$ cat src/rtl/sdram_replay_prefetch.sv
// Replays recorded SDRAM words as a byte stream: a one-read-at-a-time prefetcher
// feeds a small FIFO that an external consumer drains with byte_taken pulses.
module sdram_replay_prefetch #(
   parameter int unsigned DEPTH        = 4,
   parameter logic [31:0] IDLE_TIMEOUT = 32'h0BEBC200
) (
   input  logic        clk100m,
   input  logic        reset,
   input  logic        start,
   input  logic [23:0] end_addr,
   input  logic        ctrl_busy,
   output logic        rd_enable,
   output logic [23:0] rd_addr,
   input  logic [15:0] rd_data,
   input  logic        rd_ready,
   input  logic        byte_taken,
   output logic [7:0]  out_byte,
   output logic        out_valid,
   output logic        active,
   output logic        underrun
);
   localparam int unsigned AW = $clog2(DEPTH);
   localparam int unsigned CW = AW + 1;

   // state       | meaning
   // S_IDLE      | apply pending rewind, or launch a read when room and data remain
   // S_ISSUE     | rd_enable held until the controller reports busy
   // S_WAIT_BUSY | controller working; first rd_ready byte goes into the FIFO
   // S_WAIT_DONE | advance rd_addr; push 8'h00 if no data ever arrived
   typedef enum logic [1:0] {S_IDLE, S_ISSUE, S_WAIT_BUSY, S_WAIT_DONE} state_t;

   state_t        state_q, state_d;
   logic          rd_enable_q, rd_enable_d;
   logic [23:0]   rd_addr_q, rd_addr_d;
   logic          got_q, got_d;
   logic [7:0]    mem_q [DEPTH];
   logic [7:0]    mem_d [DEPTH];
   logic [AW-1:0] wr_ptr_q, wr_ptr_d, rd_ptr_q, rd_ptr_d;
   logic [CW-1:0] count_q, count_d;
   logic [7:0]    out_byte_q, out_byte_d;
   logic          out_valid_q, out_valid_d;
   logic          active_q, active_d;
   logic          underrun_q, underrun_d;
   logic          pending_q, pending_d;
   logic [31:0]   idle_cnt_q, idle_cnt_d;
   logic          push, pop, flush, timeout, in_range;
   logic [7:0]    push_byte;
   logic          unused_rd_data_hi;

   assign in_range          = (rd_addr_q < end_addr);
   assign unused_rd_data_hi = ^rd_data[15:8];

   always_comb begin
      state_d     = state_q;
      rd_enable_d = 1'b0;
      rd_addr_d   = rd_addr_q;
      got_d       = got_q;
      push        = 1'b0;
      push_byte   = 8'h00;
      flush       = 1'b0;
      case (state_q)
         S_IDLE: begin
            // a start seen here rewinds at once instead of wasting a read
            if (pending_q || start) begin
               flush     = 1'b1;
               rd_addr_d = 24'd0;
            end else if (active_q && (count_q < CW'(DEPTH)) && in_range) begin
               state_d     = S_ISSUE;
               rd_enable_d = 1'b1;
               got_d       = 1'b0;
            end
         end
         S_ISSUE: begin
            if (ctrl_busy) begin
               state_d = S_WAIT_BUSY;
            end else begin
               rd_enable_d = 1'b1;
            end
         end
         S_WAIT_BUSY: begin
            if (rd_ready && !got_q) begin
               push      = 1'b1;
               push_byte = rd_data[7:0];
               got_d     = 1'b1;
            end
            if (!ctrl_busy) begin
               state_d = S_WAIT_DONE;
            end
         end
         S_WAIT_DONE: begin
            push      = !got_q;
            rd_addr_d = rd_addr_q + 24'd1;
            state_d   = S_IDLE;
         end
         default: state_d = S_IDLE;
      endcase
   end

   always_comb begin
      timeout    = 1'b0;
      idle_cnt_d = idle_cnt_q;
      if (start || byte_taken) begin
         idle_cnt_d = 32'd0;
      end else if (active_q) begin
         if (idle_cnt_q == IDLE_TIMEOUT - 32'd1) begin
            idle_cnt_d = 32'd0;
            timeout    = 1'b1;
         end else begin
            idle_cnt_d = idle_cnt_q + 32'd1;
         end
      end

      pending_d = pending_q;
      if (flush) begin
         pending_d = 1'b0;
      end
      if (timeout || (start && (state_q != S_IDLE))) begin
         pending_d = 1'b1;
      end

      active_d   = active_q | start;
      underrun_d = underrun_q;
      if (start) begin
         underrun_d = 1'b0;
      end else if (byte_taken && (count_q == '0) && in_range) begin
         underrun_d = 1'b1;
      end
   end

   always_comb begin
      pop      = byte_taken && (count_q != '0) && !flush;
      mem_d    = mem_q;
      wr_ptr_d = wr_ptr_q;
      rd_ptr_d = rd_ptr_q;
      count_d  = count_q;
      if (flush) begin
         rd_ptr_d = wr_ptr_q;
         count_d  = '0;
      end else begin
         if (push) begin
            mem_d[wr_ptr_q] = push_byte;
            wr_ptr_d        = wr_ptr_q + AW'(1);
         end
         if (pop) begin
            rd_ptr_d = rd_ptr_q + AW'(1);
         end
         case ({push, pop})
            2'b10:   count_d = count_q + CW'(1);
            2'b01:   count_d = count_q - CW'(1);
            default: count_d = count_q;
         endcase
      end
      // head is precomputed so out_byte/out_valid come straight from flops
      out_valid_d = (count_d != '0);
      out_byte_d  = out_valid_d ? mem_d[rd_ptr_d] : 8'h00;
   end

   always_ff @(posedge clk100m) begin
      if (reset) begin
         state_q     <= S_IDLE;
         rd_enable_q <= 1'b0;
         rd_addr_q   <= 24'd0;
         got_q       <= 1'b0;
         wr_ptr_q    <= '0;
         rd_ptr_q    <= '0;
         count_q     <= '0;
         out_byte_q  <= 8'h00;
         out_valid_q <= 1'b0;
         active_q    <= 1'b0;
         underrun_q  <= 1'b0;
         pending_q   <= 1'b0;
         idle_cnt_q  <= 32'd0;
      end else begin
         state_q     <= state_d;
         rd_enable_q <= rd_enable_d;
         rd_addr_q   <= rd_addr_d;
         got_q       <= got_d;
         wr_ptr_q    <= wr_ptr_d;
         rd_ptr_q    <= rd_ptr_d;
         count_q     <= count_d;
         out_byte_q  <= out_byte_d;
         out_valid_q <= out_valid_d;
         active_q    <= active_d;
         underrun_q  <= underrun_d;
         pending_q   <= pending_d;
         idle_cnt_q  <= idle_cnt_d;
      end
   end

   always_ff @(posedge clk100m) begin
      mem_q <= mem_d;
   end

   assign rd_enable = rd_enable_q;
   assign rd_addr   = rd_addr_q;
   assign out_byte  = out_byte_q;
   assign out_valid = out_valid_q;
   assign active    = active_q;
   assign underrun  = underrun_q;
endmodule

$ cat config.mk
export PLATFORM = sky130hd
export DESIGN_NAME = sdram_replay_prefetch
export DESIGN_NICKNAME = d
export VERILOG_FILES = /design/src/rtl/sdram_replay_prefetch.sv
export SDC_FILE = /design/constraint.sdc
export NUM_CORES = 1
export LEC_CHECK = 0
export ABC_CLOCK_PERIOD_IN_PS = 7300
export CELL_PAD_IN_SITES_DETAIL_PLACEMENT = 1
export CELL_PAD_IN_SITES_GLOBAL_PLACEMENT = 1
export CORE_ASPECT_RATIO = 2
export CORE_MARGIN = 2
export CORE_UTILIZATION = 44
export DETAILED_ROUTE_END_ITERATION = 10
export PLACE_DENSITY_LB_ADDON = 0.1
export SYNTH_ARGS = -nofsm -noshare
export SYNTH_HDL_FRONTEND = slang
export SYNTH_SLANG_ARGS = --single-unit
$ cat constraint.sdc
create_clock -name clk100m -period 7.3 [get_ports clk100m]
set_clock_uncertainty 0.2 [all_clocks]
set_input_delay 1.825 -clock clk100m [delete_from_list [all_inputs] [get_ports clk100m]]
set_output_delay 1.825 -clock clk100m [all_outputs]
set_load 0.05 [all_outputs]
==> results of run 1 <==
==> layer usage <==
metal	global-route usage, %	share of wire, %	wire length (um)
met5	0	0	0
met3	3.14	2.4	350
met4	8.57	2.9	413
met2	44.7	57	8210
met1	21.9	38	5500
==> metrics by stage <==
stage | cells | setup WS, ps | total power, uW | hold slack (ps) | utilization [%]
finish | 852 | 2610 | 1510 | 260 | 55.1
global route | 852 | 2350 | 1580 | 292 | 55.1
CTS | 852 | 2590 | 1530 | 265 | 55.1
detailed placement | 836 | 2230 | 954 | 246 | 52.2
global placement | 836 | 2300 | 941 | 226 | 52.2
floorplan | 633 | 3290 | 858 | 216 | -
==> area by class of cell <==
| cell class | instances | area [um^2] |
|---|---|---|
| fill | 1463 | 5470 |
| clock inverter | 7 | 128 |
| tap | 147 | 184 |
| inverter | 34 | 128 |
| clock buffer | 9 | 225 |
| sequential | 111 | 2220 |
| multi-input combinational | 469 | 3090 |
| timing repair buffer | 75 | 746 |
==> state kept, by name, summed over array words and instances (netlist names) <==
register and cells:
rd_enable 1, count_q 3, active 1, rd_ptr_q 2
idle_cnt_q 32, rd_addr 24, out_byte 8, out_valid 1
underrun 1, pending_q 1, wr_ptr_q 2, got_q 1
state_q 2, mem_q 32
==> critical path, stage by stage <==
cell             delay [ps]
clkdlybuf4s50_1         600
o21a_1                  310
nor2_1                   90
ha_1                    220
fa_1                    380
xnor2_1                 160
nor2_1                   60
xnor2_1                 150
a21oi_1                 240
nand2_1                 300
o32ai_1                 390
==> cell usage in the layout, fill, tap and decap left out, types with 3 or more instances in the layout <==
| cell type | instances |
|---|---|
| a21o_1 | 3 |
| a21oi_1 | 21 |
| xnor2_1 | 20 |
| clkdlybuf4s50_1 | 73 |
| xor2_1 | 33 |
| nor2_1 | 84 |
| or3_1 | 8 |
| nand3_1 | 26 |
| and3_1 | 6 |
| o21a_1 | 3 |
| nand2_1 | 61 |
| nand2b_1 | 4 |
| and2_1 | 12 |
| nor2b_1 | 3 |
| o31ai_1 | 9 |
| and4_1 | 6 |
| nand3b_1 | 8 |
| nand4_1 | 18 |
| nor4_1 | 3 |
| ha_1 | 34 |
| bufinv_16 | 3 |
| or2_2 | 3 |
| o32ai_1 | 8 |
| nor3_1 | 11 |
| mux2_2 | 18 |
| o21ai_0 | 26 |
| mux2i_1 | 11 |
| clkbuf_16 | 9 |
| inv_1 | 34 |
| dfxtp_1 | 111 |
| a31oi_1 | 3 |
==> cell usage after synthesis, types with 3 or more instances <==
master    instances
a21o_1            3
a21oi_1          21
a31oi_1           3
and2_1           12
and3_1            6
and4_1            6
buf_2             7
clkbuf_1         10
dfxtp_1         111
ha_1             34
inv_1            34
mux2_2           18
mux2i_1          11
nand2_1          61
nand2b_1          4
nand3_1          26
nand3b_1          8
nand4_1          18
nor2_1           84
nor2b_1           3
nor3_1           11
nor4_1            3
o21a_1            3
o21ai_0          27
o31ai_1           9
o32ai_1           8
or2_2             3
or3_1             8
xnor2_1          20
xor2_1           33
==> where the power goes <==
part,switching (uW),internal (uW)
Combinational,187,113
Clock,233,340
Sequential,16.2,625
==> worst min-delay path by stage <==
| stage | slack [ps] | to | startpoint |
|---|---|---|---|
| after floorplan | 220 | mem_q[24] | mem_q[24] |
| after global placement | 230 | mem_q[24] | mem_q[24] |
| after detailed placement | 250 | mem_q[27] | mem_q[27] |
| after CTS | 260 | mem_q[26] | mem_q[26] |
| after global routing | 290 | mem_q[8] | mem_q[8] |
| final | 260 | mem_q[31] | mem_q[31] |
==> cell families (layout without fill, tap and decap cells) <==
kind of cell | Yosys count | in the layout | share of synthesized area, %
mux | 29 | 29 | 5.66
buf+inv | 53 | 125 | 3.83
flops | 111 | 111 | 40.2
xor+xnor | 53 | 53 | 8.41
simple gates | 262 | 262 | 23.5
fa+ha+maj | 35 | 35 | 8.07
compound gates | 90 | 90 | 10.3
==> impl_results.md, run 1 <==
- Global route overflow: 0
- Setup violators final: 0
- Fmax: 0.213 GHz
- Synthesis-to-finish area growth: 21.7%
- Measured slew at the worst slew-check pin: 1290 ps
- Total negative slack: 0 ps
- Slew margin rel.: 13.7%
- Largest net degree at the start of global routing: 33
- Io pins: between 80 and 90
- Core Region: 0.0122 mm^2
- Synth Cell Area: between 0.005 and 0.006 mm^2
- Post-synthesis sequential area ratio: 40.2%
- Vias in the first global route: a little over 5000
- Beginning of the critical path: start
- Tcrit/Tclk final: between 60% and 70%
- Via count: about 4700
- Post-DR vias/cell: 5.50
- Inserted Clock Buffers: 9
- Worst reg-to-reg setup slack: roughly 3800 ps
- Clk root buf: clkbuf_16
- Max-cap violation count: 0
- Synthesis Warnings: 0
- Post-synth top area cell: dfxtp_1
- Hold_buf cts: 0
- Hold path cells: 2
- Area after DPL: between 0.006 and 0.007 mm^2
- Num Clock Sinks: approximately 110
- CTS HTree Levels: 3
- PwrDens: around 230 mW/mm^2
- ANT nets after route: 0
- Synth cell types: 53
- Reg2reg start: state_q[0]
- Crit-path max FO: 8
- Synth Instances: about 630
- HP Class: register to register
- Syn avg cell area: approximately 8.7 um^2
- Synth top area share: about two fifths
- Clock latency on the worst-skew pair: between 300 and 400 ps
- Die W: roughly 83 um
- Initial core utilization: ~45%
- Status: finished, final reports clean
- Routability congestion estimate from global placement: roughly 0.79
- Max-slew violations: 0
- Crit end category: register
- Endpoint of the worst register-to-register path: out_byte[4]
- Post_cts resized: 0
- Drt pass-1 iters: 4
- Hold Fails Final Rpt: 0
- Wire per inst: around 17 um
- Detailed Place HPWL: 11000 um
- Worst Path Required: roughly 7300 ps
- Initial antenna violation count: 0
- Synth Flop Type: dfxtp_1
- EDFF count, synth: 0
- Die area: ~0.014 mm^2
- Yosys reg bits: 111
- CP startpoint kind: primary input
- Global-route wire length before repair: around 24000 um
- Chip height: 162 um
- Number of port buffers: 73
- Maximum vdd drop: between 0.1 and 0.15 mV
- Starting DRC count in detailed routing: between 100 and 150
- Post-CTS Setup Inserts: 0
- Min cycle time layout: ~4700 ps
- Gr usage total: roughly 22%
- Worst setup path endpoint: out_byte[4]
- WS Path Type: primary input to register
- RSZ-0062 raised after global routing: no
- Ant. Diodes: 0
- FP Rows: 57
- Clock Tree Buf Depth: 2
- Layout Cell Area excl Fill: ~0.0067 mm^2
- WL final: approximately 14000 um
- Clock slew seen by the registers of the worst setup and hold paths: around 70 ps
- Arrival @ worst endpoint: around 4700 ps
- Synth Net Count: around 710
- Reg2Reg Depth: 12
- CTS tree: yes
- Synth top area cells: dfxtp_1 (40%), ha_1 (7.7%), nor2_1 (5.7%), xor2_1 (5.2%), nand2_1 (4.1%)
- Final nets: about 780
- Pleak: 0.00259 uW
- Proportion of layout cells with a drive suffix above 1: 6.52%
- # DRC: 0
- Asr flop ratio synth: 0%
(Power assumes the default switching activity.)
==> inputs of run 2 (changes only) <==
- ABC_CLOCK_PERIOD_IN_PS: 7300 -> 4000
- CORE_UTILIZATION: 44 -> 37
- clock period: 7.3 -> 4 ns (I/O delays scaled with it)
==> run 2 against run 1 <==
Non-clock buffer count increased by 22; sequential power increased by 83%; via count up 1.5%.
==> impl_results.md, run 2 (same netlist as run 1, synthesis figures left out) <==
- Post-DR vias/cell: just over 5
- Drt pass-1 iters: 4
- ANT nets after route: 0
- HP Class: register to register
- Num Clock Sinks: between 100 and 150
- Post-CTS Setup Inserts: 0
- Vias in the first global route: 5143
- PwrDens: 391 mW/mm^2
- Die area: about 0.016 mm^2
- Hold_buf cts: 0
- # DRC: 0
- Global-route wire length before repair: 24600 um
- RSZ-0062 raised after global routing: no
- Crit-path max FO: 8
- Slew margin rel.: a little over half
- Max-slew violations: 0
- Pleak: ~0.0027 uW
- Die W: roughly 90 um
- Clk root buf: clkbuf_16
- Hold Fails Final Rpt: 0
- Number of port buffers: 73
- Min cycle time layout: ~3600 ps
- Post-Place Worst Slack: -30.9 ps
- Setup slack after layout: 357 ps
- Finished Layout Cells: 922
- Tcrit/Tclk final: 91.1%
- Core Region: 0.0147 mm^2
- WL final: 14600 um
- Largest net degree at the start of global routing: 33
- Gr usage total: 18.9%
- Proportion of layout cells with a drive suffix above 1: under 10%
- CP startpoint kind: primary input
- Starting DRC count in detailed routing: 85
- CTS HTree Levels: 3
- Routability congestion estimate from global placement: between 0.7 and 0.8
- Initial core utilization: 37.5%
- # placed instances: 906
- Crit end category: register
- Detailed Place HPWL: 11400 um
- Largest stage delay, worst path: ~510 ps
- WS Path Type: primary input to register
- Commonest non-fill, non-tap cells in the layout: dfxtp_1 (111), nor2_1 (84), clkdlybuf4s50_1 (73)
- CP max-delay cell: clkdlybuf4s50_1
- Wire per inst: about 16 um
- Commonest non-fill, non-tap cell in the layout: dfxtp_1
- Initial antenna violation count: 0
- Measured slew at the worst slew-check pin: slightly below 700 ps
- Clock latency on the worst-skew pair: about 350 ps
- Chip height: around 180 um
- Maximum vdd drop: roughly 0.22 mV
- Max-cap violation count: 0
- Final nets: approximately 800
- Worst Path Required: a little over 4000 ps
- Clock Tree Buf Depth: 2
- Inserted Clock Buffers: 9
- Total power: 2700 uW
- Crit path cell chain: clkdlybuf4s50_1 > a21oi_1 > or2_2 > ha_1 > fa_1 > xnor2_1 > nor2_1 > xnor2_1 > a21oi_1 > nand2_1 > o32ai_1
- Global route overflow: 0
- Via count: 4759
- CTS tree: yes
- Ant. Diodes: 0
- Fin Hold WS: approximately 250 ps
- Status: finished, final reports clean
- Setup violators final: 0
- Arrival @ worst endpoint: 3700 ps
- Top delay family on crit path: compound AO/OA/AOI/OAI gates
- FP Rows: 63
- Fmax: between 0.2 and 0.3 GHz
- Synthesis-to-finish area growth: 25.1%
- Worst path bufs/invs: 1
- Post_cts resized: 0
- Clock slew seen by the registers of the worst setup and hold paths: roughly 70 ps
- Io pins: 82
run 2: changes by cell type in the layout (fill, tap and decap cells not counted), sizes merged:
cell	change
buf	+22
clkinv	+1
bufinv	-2
clkinvlp	-1
clkbuf	+2
run 2: worst register-to-register path, delay by kind of cell, from the launching register on:
family | cells | cell delay [ps]
AND/OR/NAND/NOR | 3 | 620
flip-flops | 1 | 350
XOR/XNOR | 2 | 320
AO/OA/AOI/OAI | 3 | 650
adder cells (fa/ha/maj) | 3 | 890
buffers and inverters | 1 | 130
run 2: where the power goes:
| group | total [uW] | switching [uW] | internal, uW |
|---|---|---|---|
| registers | 1170 | 28.1 | 1140 |
| logic | 576 | 339 | 238 |
| clock network | 958 | 431 | 527 |
| total | 2700 | 798 | 1900 |
run 2: routing by layer:
layer  vias to the layer above  share of wire, %  routed length (um)  track usage (%)
met5                         -                 0                   0                0
met4                         0               2.6                 388             7.63
met3                        21               2.8                 410             2.81
met2                        82                57                8300             37.8
met1                      2285                38                5550             19.2
li1                       2371                 -                   -                -
run 2: stage by stage:
stage | instance area, um^2 | setup TNS (ps) | utilization [%]
after floorplan | 5520 | 0 | -
after global routing | 6910 | 0 | 46.9
after detailed placement | 6590 | -80.6 | 44.7
after global placement | 6590 | 0 | 44.7
after CTS | 6910 | 0 | 46.9
final | 6910 | 0 | 46.9
run 2: path summary, 6_finish.rpt:
kind	cells past startpoint	from	slack (ps)	endpoint
max reg2reg	12	state_q[0]	750	out_byte[4]
max	11	rd_ready	360	out_byte[4]
min	2	mem_q[26]	250	mem_q[26]
min reg2reg	2	mem_q[26]	250	mem_q[26]
run 2: final cells by class:
class | count | area, um^2
Fill cell | 1750 | 7830
Multi-Input combinational cell | 469 | 3090
Sequential cell | 111 | 2220
Timing Repair Buffer | 97 | 911
Clock buffer | 11 | 253
Tap cell | 195 | 244
Inverter | 34 | 128
Clock inverter | 5 | 62.6
